### config.mk
export PLATFORM = sky130hd
export DESIGN_NAME = acc_cpu_param
export DESIGN_NICKNAME = d
export VERILOG_FILES = /design/src/rtl/acc_cpu_param.sv
export SDC_FILE = /design/constraint.sdc
export NUM_CORES = 1
export LEC_CHECK = 0
export ABC_AREA = 1
export ABC_CLOCK_PERIOD_IN_PS = 2400
export BUFFER_PORTS_ARGS = -buffer_cell sky130_fd_sc_hd__buf_4
export CORE_MARGIN = 8
export CORE_UTILIZATION = 63
export CTS_BUF_LIST = sky130_fd_sc_hd__clkbuf_8
export CTS_CLUSTER_DIAMETER = 100
export DETAILED_ROUTE_END_ITERATION = 8
export GPL_ROUTABILITY_DRIVEN = 0
export GPL_TIMING_DRIVEN = 0
export HOLD_SLACK_MARGIN = 0.1
export PLACE_DENSITY_LB_ADDON = 0.05
export SYNTH_ARGS = -nofsm -noshare
export SYNTH_HDL_FRONTEND = slang
export SYNTH_SLANG_ARGS = --single-unit
### constraint.sdc
create_clock -name clock -period 2.4 [get_ports clock]
set_input_delay 0.24 -clock clock [delete_from_list [all_inputs] [get_ports clock]]
set_output_delay 0.24 -clock clock [all_outputs]
set_load 0.03 [all_outputs]
### src/rtl/acc_cpu_param.sv
// Parametrised accumulator CPU: X operand, Y accumulator, Z output register,
// writable program memory and a 3-cycle FETCH/EXEC/WB instruction sequence.
module acc_cpu_param #(
  parameter int unsigned WIDTH  = 4,
  parameter int unsigned ADDR_W = 4
) (
  input  logic              clock,
  input  logic              reset,
  input  logic              prog_we,
  input  logic [ADDR_W-1:0] prog_addr,
  input  logic [WIDTH+3:0]  prog_data,
  input  logic              start,
  input  logic [WIDTH-1:0]  in_data,
  output logic [WIDTH-1:0]  out_data,
  output logic              out_valid,
  output logic [WIDTH-1:0]  acc,
  output logic [ADDR_W-1:0] pc,
  output logic              flag_z,
  output logic              flag_c,
  output logic [2:0]        current_state,
  output logic              busy,
  output logic              halted
);

  typedef enum logic [2:0] {
    StIdle  = 3'd0,
    StFetch = 3'd1,
    StExec  = 3'd2,
    StWb    = 3'd3,
    StHalt  = 3'd4
  } state_e;

  localparam logic [3:0] OpLdi  = 4'h1;
  localparam logic [3:0] OpLdin = 4'h2;
  localparam logic [3:0] OpAdd  = 4'h3;
  localparam logic [3:0] OpSub  = 4'h4;
  localparam logic [3:0] OpAnd  = 4'h5;
  localparam logic [3:0] OpOr   = 4'h6;
  localparam logic [3:0] OpXor  = 4'h7;
  localparam logic [3:0] OpNot  = 4'h8;
  localparam logic [3:0] OpShl  = 4'h9;
  localparam logic [3:0] OpShr  = 4'hA;
  localparam logic [3:0] OpMov  = 4'hB;
  localparam logic [3:0] OpOut  = 4'hC;
  localparam logic [3:0] OpJmp  = 4'hD;
  localparam logic [3:0] OpJz   = 4'hE;
  localparam logic [3:0] OpHalt = 4'hF;

  state_e              state_q, state_d;
  logic [WIDTH+3:0]    mem_q [2**ADDR_W];
  logic [WIDTH+3:0]    ir_q;
  logic [ADDR_W-1:0]   pc_q;
  logic [WIDTH-1:0]    x_q, y_q, z_q, res_q;
  logic                fz_q, fc_q, res_c_q, ov_q;

  logic [3:0]          op;
  logic [WIDTH-1:0]    imm;
  logic [WIDTH:0]      sum, diff;
  logic [WIDTH-1:0]    alu_res;
  logic                alu_c, alu_en, idle_like;

  assign op        = ir_q[WIDTH+3:WIDTH];
  assign imm       = ir_q[WIDTH-1:0];
  assign sum       = {1'b0, y_q} + {1'b0, x_q};
  assign diff      = {1'b0, y_q} - {1'b0, x_q};
  assign idle_like = (state_q == StIdle) || (state_q == StHalt);

  always_comb begin
    alu_res = y_q;
    alu_c   = 1'b0;
    alu_en  = 1'b1;
    case (op)
      OpAdd:   {alu_c, alu_res} = sum;
      OpSub:   {alu_c, alu_res} = diff;  // top bit of the extended difference is the borrow
      OpAnd:   alu_res = y_q & x_q;
      OpOr:    alu_res = y_q | x_q;
      OpXor:   alu_res = y_q ^ x_q;
      OpNot:   alu_res = ~y_q;
      OpShl: begin
        alu_res = y_q << 1;
        alu_c   = y_q[WIDTH-1];
      end
      OpShr: begin
        alu_res = y_q >> 1;
        alu_c   = y_q[0];
      end
      OpMov:   alu_res = x_q;
      default: alu_en  = 1'b0;
    endcase
  end

  always_comb begin
    state_d = state_q;
    case (state_q)
      StIdle, StHalt: if (start) state_d = StFetch;
      StFetch:        state_d = StExec;
      StExec:         state_d = StWb;
      StWb:           state_d = (op == OpHalt) ? StHalt : StFetch;
      default:        state_d = StIdle;
    endcase
  end

  always_ff @(posedge clock) begin
    if (reset) state_q <= StIdle;
    else       state_q <= state_d;
  end

  // Not reset: program survives a reset. Writes only land while the core is parked.
  always_ff @(posedge clock) begin
    if (prog_we && idle_like) mem_q[prog_addr] <= prog_data;
  end

  always_ff @(posedge clock) begin
    if (reset) begin
      ir_q    <= '0;
      pc_q    <= '0;
      x_q     <= '0;
      y_q     <= '0;
      z_q     <= '0;
      res_q   <= '0;
      res_c_q <= 1'b0;
      fz_q    <= 1'b0;
      fc_q    <= 1'b0;
      ov_q    <= 1'b0;
    end else begin
      ov_q <= 1'b0;
      case (state_q)
        StIdle, StHalt: if (start) pc_q <= '0;
        StFetch:        ir_q <= mem_q[pc_q];
        StExec: begin
          res_q   <= alu_res;
          res_c_q <= alu_c;
          if (op == OpLdi)  x_q <= imm;
          if (op == OpLdin) x_q <= in_data;
        end
        StWb: begin
          if (alu_en) begin
            y_q  <= res_q;
            fz_q <= (res_q == '0);
            fc_q <= res_c_q;
          end
          if (op == OpOut) begin
            z_q  <= y_q;
            ov_q <= 1'b1;
          end
          if (op == OpJmp || (op == OpJz && fz_q)) pc_q <= imm[ADDR_W-1:0];
          else if (op != OpHalt)                  pc_q <= pc_q + ADDR_W'(1);
        end
        default: ;
      endcase
    end
  end

  assign out_data      = z_q;
  assign out_valid     = ov_q;
  assign acc           = y_q;
  assign pc            = pc_q;
  assign flag_z        = fz_q;
  assign flag_c        = fc_q;
  assign current_state = state_q;
  assign busy          = (state_q == StFetch) || (state_q == StExec) || (state_q == StWb);
  assign halted        = (state_q == StHalt);

endmodule

==> impl_metrics.json <==
{
  "num_io_pins": 40,
  "synth_seq_cells": 163,
  "crit_start": "current_state[0]",
  "die_area_um2": 15400,
  "syn_to_final_growth_pct": 12.3,
  "ctsRootBufferMaster": "clkbuf_8",
  "status": "finished clean",
  "slew_viol_final": 0,
  "cts_tree": "yes",
  "yosys_warnings": 0,
  "core_area_um2": 11400,
  "cp_num_cells": 5,
  "grt_use_total_pct": 24.0,
  "arrival_ns": 2.46,
  "worst_hold_path_type": "input pin to register",
  "fin_hold_ws_ns": 0.125,
  "tns_ns": 0,
  "period_needed_ns": 2.36,
  "worstPathCellList": "nor2_1 > inv_1 > nor2_1 > nand2_1 > nor2_1",
  "cts_setup_buffers": 0,
  "start_util_pct": 64.7,
  "slowest_delay_ns": 0.70,
  "rsz0062_at_grt": "false",
  "grt_max_degree": 17,
  "syn-num-nets": 782,
  "grt_pass1_wl_mm": 29.6,
  "antenna_found_initial": 0,
  "p_leak_nw": 3.18,
  "cts.sinks": 163,
  "r2r_slack_ns": 0.04,
  "synthCells": 747,
  "fillCellCount": 830,
  "worst_r2r_endpoint": "mem_q[5][0]",
  "drt_first_pass_iters": 6,
  "first_global_vias": 5626,
  "r2r-start": "current_state[0]",
  "die_height_um": 124,
  "io_buffer_count": 39,
  "finalHoldViolCount": 0,
  "cp-endpoint": "mem_q[5][0]",
  "fin_skew_ns": 0.0118,
  "crit_buf_inv": 1,
  "syn_area_per_cell_um2": 9.89,
  "htreeDepth": 4,
  "cpMaxStageDelayCell": "nor2_1",
  "routed_wl_mm": 18.5,
  "grt_overflow": 0,
  "worst_pin_slew_ns": 0.879,
  "yosysUniqueCellTypes": 29,
  "ir_worst_vdd_mv": 0.614,
  "setup_viol": 0,
  "timing.fmax_mhz": 423,
  "avgViaCountPerCell": 5.99,
  "cts.path.max_buffers": 2,
  "r2r_cells": 5,
  "mostFrequentLayoutCells": "edfxtp_1 (128), inv_1 (116), nand2_1 (114), nand3_1 (76), a21oi_1 (65)",
  "maxSlewHeadroom_pct": 41.2,
  "fin_nets": 846,
  "clk_pin_slew_ns": 0.08,
  "max-cap-violations": 0,
  "numCtsBuffers": 17,
  "seq_area_frac_synth_pct": 61.5,
  "mostFrequentLayoutCell": "edfxtp_1",
  "drt_iter0_drc": 721,
  "syn_area_um2": 7390,
  "vias": 5790,
  "critPathRequiredTime_ns": 2.49,
  "cp-end-kind": "register",
  "drive_above_1_share_pct": 11.5,
  "power.density_nw_per_um2": 697,
  "wl_per_cell_um": 19.2,
  "place.detailed.hpwl_mm": 13.1,
  "path_class": "register to register",
  "crit_path_start_kind": "register",
  "drc": 0,
  "n_antenna_cell": 0,
  "worstSkewPairLatency_ns": 0.47,
  "fin_crit_sh_pct": 98.5,
  "row_count": 39,
  "cpMostUsedCell": "nor2_1",
  "die_w_um": 124,
  "cpLargestDelayFamily": "simple AND/OR/NAND/NOR gates",
  "ant_nets": 0,
  "worst-path-max-fanout": 8
}
## power breakdown
group	switching [W]	total, W	internal (W)
logic	0.000477	0.000686	0.000209
registers	0.0000621	0.00318	0.00312
clock network	0.00101	0.00192	0.000908
## how the worst min path moves through the flow
| stage | end | start | cells past startpoint |
|---|---|---|---|
| floorplan | mem_q[0][0] | prog_data[0] | 0 |
| global placement | flag_c | flag_c | 2 |
| detailed placement | flag_c | flag_c | 2 |
| CTS | mem_q[3][5] | prog_data[5] | 1 |
| global route | mem_q[3][5] | prog_data[5] | 1 |
| finish | mem_q[3][5] | prog_data[5] | 1 |
## kinds of logic (layout without fill, tap and decap cells)
kind of cell    Yosys count  after routing  synth area share, %
compound gates          170            170                 13.3
flops                   163            163                 61.5
simple gates            251            251                 14.5
fa+ha+maj                15             15                 2.74
xor+xnor                  2              2                0.237
buf+inv                 146            223                 7.69
## cell usage after synthesis
library cell | count | share of area, %
a211oi_1 | 1 | 0.10
a21oi_1 | 65 | 4.4
a21oi_2 | 1 | 0.12
a21oi_4 | 1 | 0.22
a31oi_1 | 4 | 0.34
buf_2 | 16 | 1.1
clkbuf_1 | 13 | 0.66
dfxtp_1 | 35 | 9.5
edfxtp_1 | 128 | 52
fa_1 | 2 | 0.54
ha_1 | 13 | 2.2
inv_1 | 116 | 5.9
inv_2 | 1 | 0.051
nand2_1 | 114 | 5.8
nand2_2 | 2 | 0.17
nand3_1 | 76 | 5.1
nand3b_1 | 2 | 0.20
nand4_1 | 1 | 0.085
nor2_1 | 46 | 2.3
nor2_2 | 3 | 0.25
nor3_1 | 5 | 0.34
nor3_2 | 1 | 0.14
o211ai_1 | 38 | 3.9
o21a_1 | 3 | 0.30
o21ai_0 | 54 | 3.7
o22ai_1 | 2 | 0.17
o31ai_1 | 1 | 0.10
or2_2 | 1 | 0.085
xor2_1 | 2 | 0.24
## stage by stage
step	area [um2]	setup WS (ns)	cells	utilization, %	total power (W)
6_report	8300	0.0361	967	72.7	0.00578
5_1_grt	8300	0.000981	967	72.7	0.00598
4_1_cts	8300	0.134	967	72.7	0.00577
3_5_place_dp	7860	0.159	929	68.8	0.00390
3_3_place_gp	7860	0.231	929	68.8	0.00388
2_1_floorplan	7390	0.415	747	-	0.00367
## flip-flops by register name, indices dropped and copies added, names as in the netlist
signal and flops:
mem_q 128, res_q 4, flag_z 1, x_q 4, pc 4, res_c_q 1
acc 4, ir_q 8, out_valid 1, flag_c 1, current_state 3, out_data 4
## worst reg2reg max path, delay by kind of cell, from the launching register on
| family | cells | cell delay, ns |
|---|---|---|
| and+or+nand+nor | 4 | 1.51 |
| DFF | 1 | 0.36 |
| buffers and inverters | 1 | 0.11 |
## area by class of cell
class,instances,area (um2),share of cell area (%)
flip-flops and latches,163,4540,54.8
multi-input cells,438,2280,27.5
inverters,117,439,5.29
repair buffers,45,353,4.25
clock buffers,17,234,2.82
well taps,143,179,2.16
clock inverters,15,143,1.72
plain buffers,29,129,1.55
## metal layers
| metal | global-route usage, % | up-vias | share of wire [%] |
|---|---|---|---|
| met3 | 5.32 | 44 | 9.4 |
| met2 | 38.7 | 340 | 48 |
| li1 | - | 2683 | - |
| met4 | 10.6 | 0 | 2.4 |
| met5 | 0 | - | 0 |
| met1 | 30.6 | 2723 | 41 |
## what timing repair did
| action | in CTS | in global routing |
|---|---|---|
| hold buffers | 6 | 0 |
| gates resized for setup | 0 | 2 |
| endpoints found under the setup margin | 0 | 9 |
| hold endpoints to repair | 21 | 0 |
(Power assumes the default switching activity.)
